### src/rtl/sparc_rf16x81_fifo_ctl_pkg.sv
// Shared constants for the 16x81 register-file FIFO slice: geometry and the
// static tie-off values the parent applies to the rf macro.
package sparc_rf16x81_fifo_ctl_pkg;

  localparam int unsigned RF16_AW    = 4;
  localparam int unsigned RF16_DEPTH = 16;
  localparam int unsigned RF16_WIDTH = 81;

  localparam logic       RF16_HOLD        = 1'b0;
  localparam logic       RF16_SCAN_EN     = 1'b0;
  localparam logic       RF16_TESTMUX_SEL = 1'b0;
  localparam logic [4:0] RF16_MARGIN      = 5'b10101;

endpackage

### src/rtl/sparc_rf16_skid2.sv
// Two-entry valid/ready output buffer; the head is always driven from a register.
module sparc_rf16_skid2 #(
  parameter int unsigned WIDTH = 81
) (
  input  logic             rclk,
  input  logic             reset,
  input  logic             flush,
  input  logic             in_vld,
  input  logic [WIDTH-1:0] in_data,
  output logic             out_vld,
  output logic [WIDTH-1:0] out_data,
  input  logic             out_rdy,
  output logic [1:0]       cnt
);

  logic [WIDTH-1:0] mem_q [2];
  logic             wr_ptr_q, rd_ptr_q;
  logic [1:0]       cnt_q;
  logic             load, pop;

  assign out_vld  = (cnt_q != 2'd0);
  assign out_data = mem_q[rd_ptr_q];
  assign cnt      = cnt_q;

  // Caller guarantees no load when full unless the head pops in the same cycle.
  assign load = in_vld & ~flush;
  assign pop  = out_vld & out_rdy & ~flush;

  always_ff @(posedge rclk or posedge reset) begin
    if (reset) begin
      wr_ptr_q <= 1'b0;
      rd_ptr_q <= 1'b0;
      cnt_q    <= 2'd0;
    end else if (flush) begin
      wr_ptr_q <= 1'b0;
      rd_ptr_q <= 1'b0;
      cnt_q    <= 2'd0;
    end else begin
      wr_ptr_q <= wr_ptr_q ^ load;
      rd_ptr_q <= rd_ptr_q ^ pop;
      cnt_q    <= cnt_q + {1'b0, load} - {1'b0, pop};
    end
  end

  always_ff @(posedge rclk) begin
    if (load) begin
      mem_q[wr_ptr_q] <= in_data;
    end
  end

endmodule

### src/rtl/sparc_rf16x81_fifo_ctl.sv
// Runs a 16x81 two-port rf macro as a FIFO: pointers, occupancy, rf strobes
// and a 2-entry skid buffer on the read side.
module sparc_rf16x81_fifo_ctl
  import sparc_rf16x81_fifo_ctl_pkg::*;
#(
  parameter int unsigned WIDTH = RF16_WIDTH,
  parameter int unsigned DEPTH = RF16_DEPTH,
  parameter int unsigned AW    = RF16_AW
) (
  input  logic             rclk,
  input  logic             reset,
  input  logic             flush,
  input  logic             push_vld,
  input  logic [WIDTH-1:0] push_data,
  output logic             push_rdy,
  output logic             pop_vld,
  output logic [WIDTH-1:0] pop_data,
  input  logic             pop_rdy,
  output logic             rf_csn_wr,
  output logic [AW-1:0]    rf_wr_a,
  output logic [WIDTH-1:0] rf_di,
  output logic             rf_csn_rd,
  output logic [AW-1:0]    rf_rd_a,
  input  logic [WIDTH-1:0] rf_do,
  output logic [AW:0]      occ
);

  logic [AW-1:0] wp_q, rp_q;
  logic [AW:0]   occ_q, occ_d, vis_q, vis_d;
  logic          push_rdy_q, rd_inflight_q;
  logic          live, push_fire, pop_fire, rd_go;
  logic [1:0]    skid_cnt;
  logic [2:0]    skid_load;

  // Strobes are held off while reset or flush is asserted.
  assign live      = ~reset & ~flush;
  assign push_fire = push_vld & push_rdy_q & live;
  assign pop_fire  = pop_vld & pop_rdy & live;

  // Only read when the word can land in the skid, counting the one in flight.
  assign skid_load = {1'b0, skid_cnt} + {2'b0, rd_inflight_q} - {2'b0, pop_fire};
  assign rd_go     = live & (vis_q != '0) & (skid_load < 3'd2);

  // A write at edge E is readable from the cycle after E, so vis rises with the push.
  always_comb begin
    occ_d = occ_q + (AW+1)'(push_fire) - (AW+1)'(rd_go);
    vis_d = vis_q + (AW+1)'(push_fire) - (AW+1)'(rd_go);
  end

  always_ff @(posedge rclk or posedge reset) begin
    if (reset) begin
      wp_q          <= '0;
      rp_q          <= '0;
      occ_q         <= '0;
      vis_q         <= '0;
      push_rdy_q    <= 1'b1;
      rd_inflight_q <= 1'b0;
    end else if (flush) begin
      wp_q          <= '0;
      rp_q          <= '0;
      occ_q         <= '0;
      vis_q         <= '0;
      push_rdy_q    <= 1'b1;
      rd_inflight_q <= 1'b0;
    end else begin
      wp_q          <= wp_q + AW'(push_fire);
      rp_q          <= rp_q + AW'(rd_go);
      occ_q         <= occ_d;
      vis_q         <= vis_d;
      push_rdy_q    <= (occ_d != (AW+1)'(DEPTH));
      rd_inflight_q <= rd_go;
    end
  end

  sparc_rf16_skid2 #(
    .WIDTH (WIDTH)
  ) u_skid (
    .rclk     (rclk),
    .reset    (reset),
    .flush    (flush),
    .in_vld   (rd_inflight_q),
    .in_data  (rf_do),
    .out_vld  (pop_vld),
    .out_data (pop_data),
    .out_rdy  (pop_rdy),
    .cnt      (skid_cnt)
  );

  assign push_rdy  = push_rdy_q;
  assign rf_csn_wr = ~push_fire;
  assign rf_wr_a   = wp_q;
  assign rf_di     = push_data;
  assign rf_csn_rd = ~rd_go;
  assign rf_rd_a   = rp_q;
  assign occ       = occ_q;

  a_no_wr_when_full: assert property (@(posedge rclk) disable iff (reset)
    !((occ_q == (AW+1)'(DEPTH)) && !rf_csn_wr));
  a_no_rd_when_empty: assert property (@(posedge rclk) disable iff (reset)
    !(rd_go && (vis_q == '0)));
  a_skid_bound: assert property (@(posedge rclk) disable iff (reset)
    (({1'b0, skid_cnt} + {2'b0, rd_inflight_q}) <= 3'd2));

endmodule

### config.mk
export PLATFORM = sky130hd
export DESIGN_NAME = sparc_rf16x81_fifo_ctl
export DESIGN_NICKNAME = d
export VERILOG_FILES = /design/src/rtl/sparc_rf16x81_fifo_ctl_pkg.sv /design/src/rtl/sparc_rf16_skid2.sv /design/src/rtl/sparc_rf16x81_fifo_ctl.sv
export SDC_FILE = /design/constraint.sdc
export NUM_CORES = 1
export LEC_CHECK = 0
export CAP_MARGIN = 20
export CELL_PAD_IN_SITES_DETAIL_PLACEMENT = 0
export CELL_PAD_IN_SITES_GLOBAL_PLACEMENT = 1
export CORE_ASPECT_RATIO = 1.4
export CORE_MARGIN = 10
export CORE_UTILIZATION = 33
export DETAILED_ROUTE_END_ITERATION = 12
export PLACE_DENSITY_LB_ADDON = 0.12
export SETUP_SLACK_MARGIN = 0.5
export SLEW_MARGIN = 15
export SYNTH_ARGS = -nofsm -noshare
export SYNTH_HDL_FRONTEND = slang
export SYNTH_SLANG_ARGS = --single-unit
### constraint.sdc
create_clock -name rclk -period 4.1 [get_ports rclk]
set_clock_uncertainty 0.1 [all_clocks]
set_input_delay 0.82 -clock rclk [delete_from_list [all_inputs] [get_ports rclk]]
set_output_delay 0.82 -clock rclk [all_outputs]
set_load 0.03 [all_outputs]
==> impl_metrics.ini <==
[synth]
ys.warnings.count = 0
yosys.area_share.simple_pct = 2.58
synthCells = 461
seq_area_frac_synth_pct = 70.0
yosysTopAreaCell = edfxtp_1
synth_fa_ha_area_share_pct = 3.82
ys_seq_elements = 186
synth-compound-area-share_pct = 0.769
ys_types = 27
syn_area_per_cell_sq_um = 16.9
yosysTopAreaCellShare_pct = 62.3
synth_top_family_by_area = multiplexers
synth.area.top_cells = edfxtp_1, mux2_1, buf_4, dfrtp_1, ha_1
netlist_area_sq_um = 7800
synth_xor_xnor_area_share_pct = 1.68
syn_nets = 650
synthMuxAreaShare_pct = 11.7

[setup_path]
rr_startpoint = u_skid.cnt[0]
worst-path-buf-inv = 4
crit_top_cell = buf_6
crit_start = flush
critPathTopFamily = adder cells
arrival_ps = 2680
max_stage_delay_ps = 530
crit_slowest_cell = fa_2
path_class = in2out
worstPathRequired_ps = 3180
critical_path.endpoint_type = output port
critPathLaunchType = input pin
cp_max_fo = 2
crit_chain = dlygate4sd2_1 -> nor3_2 -> ha_1 -> nand2b_4 -> fa_2 -> nand3_2 -> nor2_4 -> buf_6 -> inv_2 -> buf_6

[global_routing]
antenna_found_initial = 0
track_usage_pct = 11.8
grt-ovfl-total = 0
grt_pass1_vias = 4437
grt_max_degree = 40
grt_pass1_wl_um = 26700

[sta]
fin_crit_sh_pct = 87.9
fmax_mhz = 277
rsz0062_at_grt = yes
final_hold_viol_count = 0
tightest_slew_ps = 731
final_max_slew_viol_count = 0
post-route-min-period_ps = 3600
finalWorstSetupSlack_ps = 495
setup_viol = 0
slew-limit-headroom_pct = 50.6

[floorplan]
die-area_sq_um = 30300
fp.dieW_um = 150
core_sq_um = 23300
num_io_pins = 346
initial_core_util_pct = 33.5
rows = 66
die_height_um = 202

[detailed_routing]
totalWireLength_um = 18100
drc_errors = 0
ant_nets = 0
drt_first_iter_violations = 130
viasPerCell = 4.45
drt-pass1-iter-count = 4
routed-via-count = 4052
wl_per_cell_um = 19.9

[clock_network]
clkSinkCount = 186
clk_path_buf_depth = 2
insertion_delay_ps = 430
hold_buffers = 0
htreeDepth = 4
cts_made_buffers = 17
root_buffer = clkbuf_16
clk_pin_slew_ps = 70
tritoncts = done

[power]
power_frac_seq_pct = 41.3
irDropWorstVdd_mv = 0.296
power.leakage_uw = 0.00361
sw_frac_of_total_pct = 30.0
p_switching_uw = 1680
power.density_nw_per_um2 = 546
comb_power_share_pct = 30.7
p_int_uw = 3910
power.share.clock_pct = 28.0
finalPower_uw = 5590

[run]
maxCapViolations = 0

[placement]
place.detailed.hpwl_um = 12800
place.port_buffers = 183
gp_congestion = 0.724
dp_cells = 874
dpl_worst_slack_ps = -229

[final_layout]
fin_cells = 910
final_util_pct = 44.0
syn_to_final_growth_pct = 31.2
antennaDiodeCount = 0
final_nets = 781
drive_gt1_share_pct = 12.4

[min_path]
hold_start = rf_wr_a[3]
min_path_type = reg2reg

[outcome]
status = finished, final reports clean
==> layout make-up <==
class                   count  area [sq um]
multi-input cells         167          1710
flip-flops and latches    186          5470
inverters                  15          58.8
fillers                  2116         13000
repair buffers            205          2060
clock buffers              18           429
well taps                 306           383
clock inverters            13           128
==> flip-flops by register name, summed over array words and instances (netlist names) <==
signal,cells
u_skid.rd_ptr_q,1
u_skid.wr_ptr_q,1
u_skid.cnt,2
rf_rd_a,4
rf_wr_a,4
push_rdy,1
u_skid.mem_q,162
occ,5
rd_inflight_q,1
vis_q,5
==> per-layer routing <==
| metal | vias up | track usage [%] | share of wire [%] | wire (um) |
|---|---|---|---|---|
| met2 | 187 | 19.8 | 51 | 9240 |
| met3 | 34 | 5.16 | 8.2 | 1470 |
| met4 | 0 | 4.49 | 1.7 | 313 |
| met5 | - | 0 | 0 | 0 |
| li1 | 1838 | - | - | - |
| met1 | 1993 | 12.8 | 39 | 7060 |
==> power groups by stage <==
stage                     logic (uW)  registers (uW)  clock network, uW
after floorplan                 1120            2360                  0
after global placement          1640            2360                  0
after detailed placement        1660            2360                  0
after CTS                       1690            2320               1630
after global routing            1860            2320               1710
final                           1720            2310               1570
==> kinds of logic (layout without fill, tap and decap cells) <==
family	after synthesis	count (layout)
AO/OA/AOI/OAI	9	9
XOR/XNOR	15	15
adder cells (fa/ha/maj)	22	22
buffers and inverters	108	251
flip-flops	186	186
multiplexers	81	81
AND/OR/NAND/NOR	40	40
==> final timing paths <==
kind | slack, ps | cells past startpoint | endpoint
setup / recovery | 500 | 10 | rf_csn_rd
hold / removal | 460 | 2 | rf_wr_a[3]
setup reg to reg | 570 | 17 | push_rdy
hold reg to reg | 460 | 2 | rf_wr_a[3]
max in group asynchronous | 2760 | 4 | push_rdy
min in group asynchronous | 570 | 3 | vis_q[0]
==> worst reg2reg max path: cells and delay by family (launching register included) <==
family                     cells  cell delay (ps)
adders and majority gates      5             1430
xor gates and xnor gates       2              230
AOI/OAI and AO/OA              2              380
and+or+nand+nor                7              870
buffers and inverters          1               40
DFF                            1              390
==> repair_timing <==
item / 4_1_cts / 5_1_grt
endpoints found under the setup margin: 5 / 9
resized for setup: 9 / 6
pin swaps: 7 / 9
setup buffers: 2 / 2
==> layout by cell type, fill, tap and decap left out, types with 4 or more instances in the layout <==
cell type,Yosys,layout
inv_1,14,13
buf_4,86,16
xor2_1,7,7
edfxtp_1,162,162
nor2_1,18,17
clkinv_2,0,4
clkbuf_16,0,17
ha_4,0,4
nor2b_1,10,10
xnor2_1,8,6
buf_12,0,4
dfrtp_1,23,21
ha_1,19,14
mux2_1,81,81
clkdlybuf4s50_1,0,179
==> stage by stage <==
stage                     hold WS [ps]  instance area (sq um)  setup TNS (ps)
after floorplan                    438                   7870               0
after global placement             431                   9580            -258
after detailed placement           465                   9580            -579
after CTS                          480                  10200               0
after global routing               505                  10200               0
final                              464                  10200               0
==> synth_stat cells (all sizes together) <==
master     n
nand4bb    1
xor2       7
nor3       1
buf       92
nand2      2
dfrtp     23
dfstp      1
a21o       3
or2        1
o21ai      1
inv       15
nand2b     1
fa         3
mux2      81
nor2      18
nand3      4
a21oi      5
ha        19
clkbuf     1
nor2b     10
xnor2      8
nor4b      1
or3        1
edfxtp   162
(Power assumes the default switching activity.)
